<file path="src/rtl/relogio_mode_ctrl.sv">
// rtl/relogio_mode_ctrl.sv - mode FSM, time-edit registers, stopwatch controls and blink for the clock
// Button levels become single-cycle events; every output comes from a register or decodes the state register.
module relogio_mode_ctrl #(
    parameter int BLINK_DIV = 50,
    parameter int HOURS     = 24,
    parameter int MINUTES   = 60
) (
    input  logic       clk,
    input  logic       rst_n,
    input  logic       btn_mode,
    input  logic       btn_adj,
    input  logic       btn_ss,
    input  logic       btn_lap,
    input  logic [4:0] cur_hour,
    input  logic [5:0] cur_minute,
    output logic [1:0] mode,
    output logic       clk_hold,
    output logic       clk_load,
    output logic [4:0] load_hour,
    output logic [5:0] load_minute,
    output logic       sw_run,
    output logic       sw_clear,
    output logic       sw_lap,
    output logic       field_vis
);

    localparam int CW = (BLINK_DIV > 2) ? $clog2(BLINK_DIV) : 1;

    typedef enum logic [1:0] {
        ST_CLOCK      = 2'd0,
        ST_SET_HOUR   = 2'd1,
        ST_SET_MINUTE = 2'd2,
        ST_STOPWATCH  = 2'd3
    } state_t;

    state_t     state, state_n;
    logic [3:0] btn_prev;
    logic [4:0] hour_n;
    logic [5:0] minute_n;
    logic       clk_load_n, sw_run_n, sw_clear_n, sw_lap_n, vis_n;
    logic [CW-1:0] blink_cnt, blink_cnt_n;
    logic       blink_rst;
    logic       in_set_n;
    logic       ev_mode, ev_adj, ev_ss, ev_lap;

    assign ev_mode = btn_mode & ~btn_prev[0];
    assign ev_adj  = btn_adj  & ~btn_prev[1];
    assign ev_ss   = btn_ss   & ~btn_prev[2];
    assign ev_lap  = btn_lap  & ~btn_prev[3];

    assign mode     = state;
    assign clk_hold = (state == ST_SET_HOUR) || (state == ST_SET_MINUTE);

    always_comb begin
        state_n    = state;
        hour_n     = load_hour;
        minute_n   = load_minute;
        clk_load_n = 1'b0;
        sw_run_n   = sw_run;
        sw_clear_n = 1'b0;
        sw_lap_n   = sw_lap;
        blink_rst  = 1'b0;
        case (state)
            ST_CLOCK: begin
                if (ev_mode) begin
                    state_n  = ST_SET_HOUR;
                    // Out-of-range counter values are clamped so the edit never exceeds the modulus
                    hour_n   = (int'(cur_hour) >= HOURS) ? 5'd0 : cur_hour;
                    minute_n = (int'(cur_minute) >= MINUTES) ? 6'd0 : cur_minute;
                end
            end
            ST_SET_HOUR: begin
                if (ev_mode) begin
                    state_n = ST_SET_MINUTE;
                end else if (ev_adj) begin
                    hour_n    = (int'(load_hour) + 1 >= HOURS) ? 5'd0 : load_hour + 5'd1;
                    blink_rst = 1'b1;
                end
            end
            ST_SET_MINUTE: begin
                if (ev_mode) begin
                    state_n    = ST_STOPWATCH;
                    clk_load_n = 1'b1;
                end else if (ev_adj) begin
                    minute_n  = (int'(load_minute) + 1 >= MINUTES) ? 6'd0 : load_minute + 6'd1;
                    blink_rst = 1'b1;
                end
            end
            default: begin
                if (ev_mode) begin
                    state_n  = ST_CLOCK;
                    sw_lap_n = 1'b0;
                end else if (ev_ss) begin
                    sw_run_n = ~sw_run;
                end else if (ev_lap) begin
                    if (sw_run) begin
                        sw_lap_n = ~sw_lap;
                    end else begin
                        sw_clear_n = 1'b1;
                        sw_lap_n   = 1'b0;
                    end
                end
            end
        endcase

        in_set_n    = (state_n == ST_SET_HOUR) || (state_n == ST_SET_MINUTE);
        blink_cnt_n = blink_cnt;
        vis_n       = field_vis;
        if (!in_set_n || blink_rst || (state_n != state)) begin
            blink_cnt_n = '0;
            vis_n       = 1'b1;
        end else if (blink_cnt == CW'(BLINK_DIV - 1)) begin
            blink_cnt_n = '0;
            vis_n       = ~field_vis;
        end else begin
            blink_cnt_n = blink_cnt + 1'b1;
        end
    end

    always_ff @(posedge clk or negedge rst_n) begin
        if (!rst_n) begin
            state       <= ST_CLOCK;
            btn_prev    <= 4'b0;
            load_hour   <= 5'd0;
            load_minute <= 6'd0;
            clk_load    <= 1'b0;
            sw_run      <= 1'b0;
            sw_clear    <= 1'b0;
            sw_lap      <= 1'b0;
            field_vis   <= 1'b1;
            blink_cnt   <= '0;
        end else begin
            state       <= state_n;
            btn_prev    <= {btn_lap, btn_ss, btn_adj, btn_mode};
            load_hour   <= hour_n;
            load_minute <= minute_n;
            clk_load    <= clk_load_n;
            sw_run      <= sw_run_n;
            sw_clear    <= sw_clear_n;
            sw_lap      <= sw_lap_n;
            field_vis   <= vis_n;
            blink_cnt   <= blink_cnt_n;
        end
    end

endmodule
</file>
<file path="config.mk">
export PLATFORM = sky130hd
export DESIGN_NAME = relogio_mode_ctrl
export DESIGN_NICKNAME = d
export VERILOG_FILES = /design/src/rtl/relogio_mode_ctrl.sv
export SDC_FILE = /design/constraint.sdc
export NUM_CORES = 1
export LEC_CHECK = 0
export CELL_PAD_IN_SITES_DETAIL_PLACEMENT = 0
export CELL_PAD_IN_SITES_GLOBAL_PLACEMENT = 1
export CORE_ASPECT_RATIO = 1.75
export CORE_UTILIZATION = 35
export DETAILED_ROUTE_END_ITERATION = 12
export PLACE_DENSITY_LB_ADDON = 0.15
export SKIP_LAST_GASP = 1
export SLEW_MARGIN = 20
export SYNTH_ARGS = -nofsm -noshare
export SYNTH_HDL_FRONTEND = slang
export SYNTH_SLANG_ARGS = --single-unit
</file>
<file path="constraint.sdc">
create_clock -name clk -period 2.1 [get_ports clk]
set_clock_uncertainty 0.1 [all_clocks]
set_input_delay 0.42 -clock clk [delete_from_list [all_inputs] [get_ports clk]]
set_output_delay 0.42 -clock clk [all_outputs]
set_load 0.005 [all_outputs]
</file>
Word-level counts from Yosys, hierarchy flattened --
Cells that the tools add are included.
Word-level totals: output and inout bits 19, word-level logic and storage cells 95, bits in registers 28, input port bits 17
Operators by class: reductions and logical operators 16, muxes and demuxes 35, add/sub/neg operators 5, bitwise gates (word level) 13, magnitude comparators 4, equality and inequality tests 12
Operators with widths (count):
- 6-bit 2-to-1 mux | 7
- 5-bit 2-to-1 mux | 5
- 1-bit 2-to-1 mux | 16
- 6-bit by 1-bit adder with 6-bit output (second input constant) | 2
- 2-bit inequality test (second input constant) | 6
- 6-bit one-hot mux with 2 select lines | 1
- 5-bit one-hot mux with 2 select lines | 1
- 1-bit NOT | 9
- 2-bit 2-to-1 mux | 4
- 4-bit AND reduction | 2
- 2-bit nonzero test | 4
- 6-bit by 1-bit adder with 7-bit output (second input constant) | 1
- 7-bit by 6-bit >= comparator with 1-bit output (second input constant) | 1
- 5-bit by 1-bit adder with 6-bit output (second input constant) | 1
- 6-bit == test (second input constant) | 1
- 6-bit by 5-bit >= comparator with 1-bit output (second input constant) | 1
- 6-bit >= comparator (second input constant) | 1
- 2-bit one-hot mux with 3 select lines | 1
- 3-bit AND reduction | 2
- 5-bit by 1-bit adder with 5-bit output (second input constant) | 1
- 5-bit >= comparator (second input constant) | 1
- 1-bit AND | 4
- 2-bit by 1-bit == test with 1-bit output (second input constant) | 2
- 2-bit == test (second input constant) | 2
- 6 further kinds | 9

Depth between registers and ports, before layout --
Gate-level depths: netlist (run 1).
depth in word-level cells 10, depth in mapped cells 7, gate-level depth less buffers 6

Worst setup path before layout (run 1) --
Ideal clock, no wire load.
kind flip-flop to flip-flop, from register state[1] (netlist: mode[1]), to register field_vis, cell stages (with the launch flop) 7, data required time 1.917 ns, arrival time 2.038 ns, library setup time 0.083 ns, buffers on the path 0, setup slack -0.121 ns, clock period less this slack 2.221 ns, cells stage by stage dfrtp_1 > inv_1 > ha_1 > or3_1 > a311oi_2 > nand4_1 > a221o_1
Between the ends: longest elaborated chain between the ends 8, elaborated cells on any way between the ends 19, classes of those cells 5 x eq/ne; 7 x mux; 7 x reduce/logical
Ends and longest elaborated chain:
- start: declaration | line 36 | state_t state, state_n;
- start signal: assignment | line 133 | state <= state_n;
- 2-bit == test, or another cell as far along | line 63 | case (state)
- 2-bit one-hot mux with 3 select lines | line 63
- 2-bit by 1-bit == test with 1-bit output / 2-bit == test (equally long branches) | line 106 | in_set_n = (state_n == ST_SET_HOUR) || (state_n == ST_SET_MINUTE);
- 1-bit logical OR | line 106
- 1-bit zero test | line 109 | if (!in_set_n || blink_rst || (state_n != state)) begin
- 1-bit logical OR | line 109
- 1-bit logical OR (*) | line 109
- 1-bit 2-to-1 mux / 2-bit nonzero test (equally long branches)
- end signal: assignment | line 141 | field_vis <= vis_n;
- end: declaration | line 24 | output logic field_vis
Every way passes the cells marked *; elsewhere a longest branch is shown, timed or not. A chain may end at the register's enable or synchronous reset.

Worst setup path after layout (run 1) --
from register state[0] (netlist: mode[0]), to register field_vis
Same word-level chain as after synthesis.

==> results.md, run 1 <==
- Count of buffer and inverter cells on the critical path: 0
- Chip Width: 56.95 µm
- Number of H-tree branching levels: 1
- Share of cells above drive strength 1: 0.2200
- FFs w/ async S/R, synth: 1.000
- Switching pwr: 1.235 mW
- Wirelength, routed: 5150 µm
- Data arrival time of the worst path: 2.26 ns
- Placement Rows: 34
- Detail-routed net length per standard cell: 16.94 µm
- Final slew viol count: 0
- Final routed DRC violation total: 6
- Period Utilization, post-route: 1.022
- Critical Path Stages: 5
- Clock network fraction of design power: 0.111
- Post-CTS clock slew at the launch and capture registers of the worst setup and hold paths: 0.09 ns
- Met1 Usage GRT: 0.2008
- Synth Area in Compound Gates: 0.2199
- Internal power: 1.787 mW
- Leading cell types by total area after synthesis: sky130_fd_sc_hd__dfrtp_1, sky130_fd_sc_hd__ha_1, sky130_fd_sc_hd__nand3_1, sky130_fd_sc_hd__nand2_1, sky130_fd_sc_hd__o21ai_0
- DPL Wire Length: 3962 µm
- Kind of end point of the critical path: register
- Clock latency at the later pin of the worst-skew pair: 0.28 ns
- Slew at the pin closest to its max-slew limit: 0.4926 ns
- Synth-to-Final Area Change: 39.38%
- Cell chain of the critical path: ha_2 -> and4bb_1 -> a311oi_4 -> or4_4 -> a221o_1
- Post-route setup slack: -0.04635 ns
- Met2 global-route usage: 0.3738
- Number of antenna violations at the first check in global routing: 0
- Share of synthesized area occupied by flip-flops and latches: 0.3796
- PD cells: 1172 nW/µm²
- Number of cells traversed by the worst register-to-register path: 5
- Number of max-capacitance violations reported: 0
- Multi-input gate area in the final layout: 1177 µm²
- IR drop worst, VDD: 0.5236 mV
- Area taken by flip-flops and latches: 704.4 µm²
- Number of detailed-route iterations in the first pass: 8
- Worst endpoint required time: 2.21 ns
- Simple-gate portion of the synthesized area: 0.2375
- Hold Vio Cnt, Final: 0
- XOR/XNOR share of the synthesized area: 0.02842
- Count of boundary I/O pins: 36
- Final worst path period need: 2.146 ns
- Count of input and output buffers: 35
- Slowest stage cell on the critical path: sky130_fd_sc_hd__or4_4
- Max stage delay on crit path: 0.57 ns
- Mux share of post-synthesis cell area: 0.02774
- Nature of the critical path startpoint: register
- Cell accounting for the most synthesized area: sky130_fd_sc_hd__dfrtp_1
- Number of global-route vias before repair: 1764
- Slew margin rel.: 0.6686
- Violations in the final reports: DRC, setup timing
- Overall overflow remaining after global route: 0
- Top Family by Delay on Critical Path: simple AND/OR/NAND/NOR gates
- Net Sw Frac: 0.4087
- Setup repair after global routing missed its margin: true
- CTS tree: done
- Post-Syn Instances: 195
- Net count of the mapped netlist: 222
- Final-report setup violation count: 4
- Syn Area/Cell: 9.483 µm²
- Number of buffers inserted during clock tree synthesis: 3
- Global-route wire length before repair: 8355 µm
- Count of routing violations after the opening detailed-route iteration: 90
- Maximum buffer depth of the clock tree: 2
- Combinational fraction of design power: 0.577
- Leakage power of the design: 1.043 nW
- Total power: 3.021 mW
- Overall global routing resource usage: 0.1928
- Number of routed nets with antenna violations: 0
- Synth Cell Area: 1849 µm²
- Status: complete, but fails checks
- Arithmetic-cell share of the synthesized area counting full adders, half adders and majority gates: 0.06766
- Most instantiated flip-flop cell in the synthesis netlist: sky130_fd_sc_hd__dfrtp_1
- Number of antenna diodes: 0
- Maximum number of pins on one net before global-route repair: 29
- Clock Root Buffer: sky130_fd_sc_hd__clkbuf_8
- GPL Wtd Cong: 0.8143
- Distinct cell type count after synthesis: 56
- Number of sinks on the clock net: 28
- EDFF count, synth: 0
- Via count: 1756
- Busiest layer in global routing: met2
- Starting utilization of the core area: 0.3684
- Portion of total power attributed to sequential cells: 0.312
- Filler instances: 481
- Share of the synthesized area in the top cell type: 0.3654
- Worst Setup Path Type: reg -> reg
- Achievable Freq: 465.9 MHz
- Kind of path behind the tightest hold check: in -> async
- Layout net count: 278
- Largest family of logic cells by synthesized area: simple AND/OR/NAND/NOR gates
- Final total negative setup slack: -0.07341 ns
- Yosys warning count: 0
- Register bit total from synthesis: 28
- Via-to-Cell Ratio: 5.776
- DIE AREA: 5589 µm²
- Peak fanout along the critical path: 7
- Core Box Area: 5020 µm²
- Cts-stage hold buffer count: 0
- Floorplan die height: 98.16 µm
- Met3 Track Usage GR: 0.01854
## routing by layer
| metal | up-vias | routed length (µm) | share of wire |
|---|---|---|---|
| met5 | - | 0 | 0 |
| met4 | 0 | 163 | 0.032 |
| met1 | 851 | 1947 | 0.38 |
| met2 | 42 | 2901 | 0.56 |
| met3 | 13 | 137 | 0.027 |
| li1 | 850 | - | - |
## flip-flops by register name, summed over array words and instances (netlist names), 2 cells and up
signal,flops
load_hour,5
mode,2
btn_prev,4
blink_cnt,6
load_minute,6
## worst register-to-register path: stages, from the launching register on
cell	delay, ns
sky130_fd_sc_hd__dfrtp_2	0.46
sky130_fd_sc_hd__ha_2	0.23
sky130_fd_sc_hd__and4bb_1	0.32
sky130_fd_sc_hd__a311oi_4	0.06
sky130_fd_sc_hd__or4_4	0.58
sky130_fd_sc_hd__a221o_1	0.34
## kinds of logic (layout without fill, tap and decap cells)
logic type               after synthesis  after routing
multiplexers                           5              5
AND/OR/NAND/NOR                       75             75
AO/OA/AOI/OAI                         54             54
buffers and inverters                 17             72
flip-flops                            28             28
XOR/XNOR                               6              6
adder cells (fa/ha/maj)               10             10
## power groups by stage
stage / sequential (mW) / clock (mW) / combinational [mW]
floorplan: 0.861 / 0 / 0.899
global placement: 0.934 / 0 / 1.54
detailed placement: 0.940 / 0 / 1.57
CTS: 0.932 / 0.344 / 1.61
global route: 0.976 / 0.369 / 1.92
finish: 0.942 / 0.337 / 1.74
## metrics by stage
| stage | cell area [µm²] | worst slack [ns] | utilization | std cells | hold slack, ns |
|---|---|---|---|---|---|
| floorplan | 1868 | -0.03777 | - | 195 | 0.02441 |
| global placement | 2401 | -0.2933 | 0.4783 | 296 | 0.3871 |
| detailed placement | 2401 | -0.3565 | 0.4783 | 296 | 0.4043 |
| CTS | 2474 | -0.02131 | 0.4928 | 302 | 0.4191 |
| global route | 2577 | -0.1165 | 0.5135 | 304 | 0.4475 |
| finish | 2577 | -0.04635 | 0.5135 | 304 | 0.4157 |
## timing repair
action / CTS / global route
setup buffers: 2 / 2
setup endpoints to repair: 8 / 11
gates resized for setup: 2 / 17
cloned: 0 / 0
pin swaps: 2 / 3
## layout by cell type, fill, tap and decap left out, types with 3 or more instances in the layout
cell type                          n
sky130_fd_sc_hd__nand2_1          16
sky130_fd_sc_hd__nand2b_1          5
sky130_fd_sc_hd__nor2_1            8
sky130_fd_sc_hd__buf_4            24
sky130_fd_sc_hd__a32oi_1           3
sky130_fd_sc_hd__nor2b_1           4
sky130_fd_sc_hd__nand4_1           5
sky130_fd_sc_hd__ha_1              6
sky130_fd_sc_hd__nand3_1          12
sky130_fd_sc_hd__mux2i_1           4
sky130_fd_sc_hd__o21ai_0           9
sky130_fd_sc_hd__o2111ai_1         3
sky130_fd_sc_hd__clkdlybuf4s50_1  34
sky130_fd_sc_hd__nand4b_1          3
sky130_fd_sc_hd__o31ai_1           3
sky130_fd_sc_hd__a211oi_2          6
sky130_fd_sc_hd__o211ai_1          3
sky130_fd_sc_hd__xnor2_1           4
sky130_fd_sc_hd__and2_1            4
sky130_fd_sc_hd__dfrtp_1          25
sky130_fd_sc_hd__inv_1             6
sky130_fd_sc_hd__clkbuf_8          4
sky130_fd_sc_hd__a21oi_1           6
## cell usage after synthesis, types with 3 or more instances
cell	instances
sky130_fd_sc_hd__mux2i_1	4
sky130_fd_sc_hd__nand4b_1	3
sky130_fd_sc_hd__dfrtp_1	27
sky130_fd_sc_hd__a21oi_1	6
sky130_fd_sc_hd__a211oi_1	6
sky130_fd_sc_hd__xnor2_1	4
sky130_fd_sc_hd__o21ai_0	9
sky130_fd_sc_hd__nor2_1	8
sky130_fd_sc_hd__nor2b_1	5
sky130_fd_sc_hd__inv_1	8
sky130_fd_sc_hd__nand4_1	5
sky130_fd_sc_hd__ha_1	10
sky130_fd_sc_hd__nand3_1	12
sky130_fd_sc_hd__o31ai_1	3
sky130_fd_sc_hd__nand2b_1	5
sky130_fd_sc_hd__o2111ai_1	3
sky130_fd_sc_hd__nand2_1	16
sky130_fd_sc_hd__o211ai_1	3
sky130_fd_sc_hd__clkbuf_1	6
sky130_fd_sc_hd__a32oi_1	3
sky130_fd_sc_hd__and2_1	4
## final timing paths
path / startpoint / endpoint / slack, ns
max in group asynchronous: rst_n / field_vis / 1.16
max: mode[0] / field_vis / -0.05
min: rst_n / load_minute[5] / 0.42
min reg2reg: blink_cnt[0] / blink_cnt[0] / 0.42
max reg2reg: mode[0] / field_vis / -0.05
min in group clk: blink_cnt[0] / blink_cnt[0] / 0.42
## final cells by class
class	instances	area share
clock buffers	4	0.02136
inverters	8	0.01262
multi-input cells	150	0.4568
repair buffers	60	0.2097
flip-flops and latches	28	0.2733
well taps	54	0.02621
No activity file was read; power rests on OpenSTA's default activity.
==> run 2, diff against run 1 <==
Settings changed: MAX_ROUTING_LAYER from default to met4.
==> run 2 against run 1 <==
Compared with the run above:
- the run still ends with DRC, setup timing left
- clock power barely moved
- clock-buffer cell count did not move
- utilization did not move
- via count rose by 0.68%
- register-to-register slack barely moved
- power fell by 0.13%
- die area did not move
- first-iteration DRC count rose by 10%
- critical path type unchanged
- largest cell class unchanged
==> results.md, run 2 (synthesized netlist as in run 1, its figures left out) <==
- DIE AREA: 5589 µm²
- GPL Wtd Cong: 0.8264
- Period Utilization, post-route: 1.021
- Cts-stage hold buffer count: 0
- DPL Wire Length: 3962 µm
- Count of boundary I/O pins: 36
- PD cells: 1171 nW/µm²
- Detail-routed net length per standard cell: 16.94 µm
- Violations in the final reports: DRC, setup timing
- Multi-input gate area in the final layout: 1177 µm²
- Number of antenna diodes: 0
- Count of buffer and inverter cells on the critical path: 0
- Final slew viol count: 0
- Hold Vio Cnt, Final: 0
- Filler instances: 481
- Layout net count: 278
- Leading cell type in the layout, fill and taps excluded: sky130_fd_sc_hd__clkdlybuf4s50_1
- Final routed DRC violation total: 6
- Setup repair after global routing missed its margin: true
- Number of global-route vias before repair: 1759
- Nature of the critical path startpoint: register
- Achievable Freq: 466.2 MHz
- Leakage power of the design: 1.043 nW
- Final-report setup violation count: 4
- Via-to-Cell Ratio: 5.816
- Number of antenna violations at the first check in global routing: 0
- Number of sinks on the clock net: 28
- Count of routing violations after the opening detailed-route iteration: 99
- Number of max-capacitance violations reported: 0
- IR drop worst, VDD: 0.5241 mV
- Floorplan die height: 98.16 µm
- Number of routed nets with antenna violations: 0
- Clock latency at the later pin of the worst-skew pair: 0.28 ns
- Global-route wire length before repair: 8369 µm
- Maximum buffer depth of the clock tree: 2
- Number of buffers inserted during clock tree synthesis: 3
- Commonest non-fill, non-tap cells in the layout: sky130_fd_sc_hd__clkdlybuf4s50_1, sky130_fd_sc_hd__dfrtp_1, sky130_fd_sc_hd__buf_4
- Post-route setup slack: -0.04500 ns
- Post-Route Hold Slack: 0.4139 ns
- Post-CTS clock slew at the launch and capture registers of the worst setup and hold paths: 0.09 ns
- Count of input and output buffers: 35
- Placement Rows: 34
- Peak fanout along the critical path: 7
- Cell chain of the critical path: ha_2 -> and4bb_1 -> a311oi_4 -> or4_4 -> a221o_1
- Slew margin rel.: 0.6685
- Registers with the most flip-flops: blink_cnt x6, load_minute x6, load_hour x5
- Overall overflow remaining after global route: 0
- Final worst path period need: 2.145 ns
- Via count: 1768
- Worst endpoint required time: 2.21 ns
- Starting utilization of the core area: 0.3684
- Kind of path behind the tightest hold check: in -> async
- Worst Setup Path Type: reg -> reg
- Kind of end point of the critical path: register
- Slowest stage cell on the critical path: sky130_fd_sc_hd__or4_4
- Area taken by flip-flops and latches: 704.4 µm²
- Status: complete, but fails checks
- Maximum number of pins on one net before global-route repair: 29
- Final standard cell utilization of the core: 0.5135
- Chip Width: 56.95 µm
- Number of detailed-route iterations in the first pass: 10
- Data arrival time of the worst path: 2.26 ns
- Top Family by Delay on Critical Path: simple AND/OR/NAND/NOR gates
- Max stage delay on crit path: 0.57 ns
- Core Box Area: 5020 µm²
- Post-placement cell count: 296
- Overall global routing resource usage: 0.1993
- Non-filler cells in the finished layout: 304
- CTS tree: done
- Share of cells above drive strength 1: 0.2200
- Synth-to-Final Area Change: 39.38%
- Clock Root Buffer: sky130_fd_sc_hd__clkbuf_8
- Number of H-tree branching levels: 1
- Slew at the pin closest to its max-slew limit: 0.4928 ns
- Wirelength, routed: 5149 µm
## run 2: cell counts in the layout (fill, tap and decap cells not counted)
No cell type changed its count.
## run 2: what timing repair did
item                                    in CTS  in global routing
endpoints found under the setup margin       8                 11
gates resized for setup                      2                 17
setup buffers                                2                  2
pin swaps                                    2                  3
## run 2: worst reg2reg max path, delay by kind of cell (launching register included)
| family | cells | cell delay (ns) |
|---|---|---|
| AOI/OAI and AO/OA | 2 | 0.40 |
| adders and majority gates | 1 | 0.23 |
| DFF | 1 | 0.46 |
| and+or+nand+nor | 2 | 0.89 |
## run 2: worst paths after layout
path / start / end / slack [ns] / depth (start not counted)
max in group asynchronous: rst_n / field_vis / 1.16 / 2
hold / removal: rst_n / load_minute[1] / 0.41 / 2
setup reg to reg: mode[0] / field_vis / -0.04 / 5
hold reg to reg: blink_cnt[0] / blink_cnt[0] / 0.42 / 1
min in group clk: blink_cnt[0] / blink_cnt[0] / 0.42 / 1
setup / recovery: mode[0] / field_vis / -0.04 / 5
## run 2: power by group
part	switching, mW	leakage, nW	internal, mW
sequential	0.257	0.348	0.684
clock	0.169	0.0288	0.168
combinational	0.806	0.667	0.934
total	1.23	1.04	1.79
## run 2: layout make-up
| type | instances | area share |
|---|---|---|
| well taps | 54 | 0.02621 |
| inverters | 8 | 0.01262 |
| multi-input cells | 150 | 0.4568 |
| clock buffers | 4 | 0.02136 |
| repair buffers | 60 | 0.2097 |
| flip-flops and latches | 28 | 0.2733 |
## run 2: stage by stage
step	cell area (µm²)	worst slack, ns	setup TNS (ns)	power [mW]
2_1_floorplan	1868	-0.03777	-0.03777	1.760
3_3_place_gp	2401	-0.2933	-2.637	2.477
3_5_place_dp	2401	-0.3565	-3.370	2.511
4_1_cts	2474	-0.02131	-0.04671	2.887
5_1_grt	2577	-0.1165	-0.7434	3.268
6_report	2577	-0.04500	-0.06159	3.017
## run 2: layer usage
metal,wire [µm],track usage
met1,1913,0.2059
met2,2921,0.3710
met3,146,0.01854
met4,166,0.08443
met5,0,-
==> run 3, diff against run 2 <==
Settings changed: CORE_ASPECT_RATIO 1.75 to 1.5.
==> run 3 against run 2 <==
Compared with the run above:
- the run ends with setup timing left
- critical path depth is 1 higher
- die area hardly changed
- hold slack worse by 0.0069 ns
- wire length is 2.0% lower
- first-iteration DRC count is 55% higher
- sequential power is 3.3% lower
- clock-buffer cell count stayed put
- sequential share of layout area is 0.71 points lower
- design area is 2.7% higher
- power is 2.4% higher
- register-to-register slack worse by 0.04 ns
- worst setup slack worse by 0.040 ns
- critical path type unchanged
- critical endpoint is now blink_cnt[0]
- largest power group unchanged
==> results.md, run 3 (synthesized netlist as in run 1, its figures left out) <==
- Status: complete, but fails checks
- Violations in the final reports: setup timing
- Final routed DRC violation total: 0
- Met2 global-route usage: 0.3460
- PD cells: 1168 nW/µm²
- Number of global-route vias before repair: 1798
- Cell chain of the critical path: ha_2 -> and4bb_1 -> a311oi_4 -> or4_4 -> buf_12 -> a211oi_2
- Maximum buffer depth of the clock tree: 2
- DPL Wire Length: 3806 µm
- Busiest layer in global routing: met2
- Global-route wire length before repair: 8293 µm
- Reg-to-reg slack, setup: -0.08 ns
- Count of boundary I/O pins: 36
- Met3 Track Usage GR: 0.01709
- Number of max-capacitance violations reported: 0
- Critical Path Stages: 6
- Clock latency at the later pin of the worst-skew pair: 0.28 ns
- Slowest stage cell on the critical path: sky130_fd_sc_hd__or4_4
- Post-placement cell count: 315
- Kind of path behind the tightest hold check: in -> async
- Slew margin rel.: 0.6855
- Achievable Freq: 457.7 MHz
- Detail-routed net length per standard cell: 15.52 µm
- Leading cell type in the layout, fill and taps excluded: sky130_fd_sc_hd__clkdlybuf4s50_1
- Data arrival time of the worst path: 2.29 ns
- Slew at the pin closest to its max-slew limit: 0.4656 ns
- Via-to-Cell Ratio: 5.458
- Final standard cell utilization of the core: 0.5164
- Placement Rows: 32
- Final worst path period need: 2.185 ns
- Count of routing violations after the opening detailed-route iteration: 153
- Worst Setup Path Type: reg -> reg
- DIE AREA: 5584 µm²
- Wirelength, routed: 5044 µm
- Floorplan die height: 91.03 µm
- Number of cells traversed by the worst register-to-register path: 6
- Max stage delay on crit path: 0.55 ns
- Setup repair after global routing missed its margin: true
- Layout net count: 285
- Peak fanout along the critical path: 6
- Synth-to-Final Area Change: 43.10%
- Maximum number of pins on one net before global-route repair: 29
- Overall global routing resource usage: 0.2005
- Commonest non-fill, non-tap cells in the layout: sky130_fd_sc_hd__clkdlybuf4s50_1, sky130_fd_sc_hd__buf_4, sky130_fd_sc_hd__dfrtp_1
- Post-Route Hold Slack: 0.4069 ns
- Registers with the most flip-flops: blink_cnt x6, load_minute x6, load_hour x5
- Share of cells above drive strength 1: 0.2296
- Nature of the critical path startpoint: register
- Chip Width: 61.35 µm
- Count of input and output buffers: 35
- Number of buffers inserted during clock tree synthesis: 3
- Post-route setup slack: -0.08487 ns
- Met1 Usage GRT: 0.2333
- Top Family by Delay on Critical Path: simple AND/OR/NAND/NOR gates
- Non-filler cells in the finished layout: 325
- Hold Vio Cnt, Final: 0
- Core Box Area: 5125 µm²
- Overall overflow remaining after global route: 0
- Kind of end point of the critical path: register
- Starting utilization of the core area: 0.3608
- Number of detailed-route iterations in the first pass: 4
- Clock Root Buffer: sky130_fd_sc_hd__clkbuf_8
- GPL Wtd Cong: 0.8246
- Number of antenna violations at the first check in global routing: 0
- Post-CTS clock slew at the launch and capture registers of the worst setup and hold paths: 0.10 ns
- Number of antenna diodes: 0
- Number of routed nets with antenna violations: 0
- Worst endpoint required time: 2.20 ns
- Number of H-tree branching levels: 1
- Final slew viol count: 0
- Final-report setup violation count: 7
- Count of buffer and inverter cells on the critical path: 1
- IR drop worst, VDD: 0.5527 mV
- Via count: 1774
- Leakage power of the design: 1.085 nW
- Period Utilization, post-route: 1.040
- Number of sinks on the clock net: 28
- CTS tree: done
-- run 3: timing repair --
| action | in CTS | in global routing |
|---|---|---|
| pin swaps | 3 | 9 |
| setup buffers | 3 | 3 |
| hold buffers | 0 | 0 |
| endpoints found under the setup margin | 8 | 11 |
| resized for setup | 6 | 10 |
-- run 3: worst paths after layout --
check | start | endpoint
max | mode[0] | blink_cnt[0]
min | rst_n | load_minute[0]
max reg2reg | mode[0] | blink_cnt[0]
min reg2reg | blink_cnt[0] | blink_cnt[0]
max in group asynchronous | rst_n | field_vis
min in group clk | blink_cnt[0] | blink_cnt[0]
-- run 3: area by class of cell --
class,instances,area [µm²]
clock buffers,4,55.05
multi-input cells,150,1164
well taps,68,85.08
flip-flops and latches,28,704.4
fillers,485,2479
repair buffers,67,605.6
inverters,8,32.53
-- run 3: through the flow --
step	cell area, µm²	setup slack, ns	power (mW)	TNS (ns)
after floorplan	1868	-0.03777	1.760	-0.03777
after global placement	2456	-0.2873	2.532	-2.709
after detailed placement	2456	-0.3583	2.552	-3.434
after CTS	2555	-0.02290	2.964	-0.08474
after global routing	2646	-0.1506	3.340	-0.8941
final	2646	-0.08487	3.091	-0.4984
-- run 3: routing by layer --
layer  wire length [µm]  part of all wire
met1               2069              0.41
met4                133             0.026
met5                  0                 0
met3                121             0.024
met2               2720              0.54
-- run 3: power by group --
group | leakage (nW) | internal, mW | switching, mW
logic | 0.708 | 0.998 | 0.836
clock network | 0.0288 | 0.169 | 0.179
registers | 0.348 | 0.684 | 0.226
-- run 3: worst reg2reg max path, delay by kind of cell (launching register included) --
kind            cells  cell delay (ns)
flops               1             0.48
compound gates      2             0.27
buf+inv             1             0.16
simple gates        2             0.87
fa+ha+maj           1             0.23
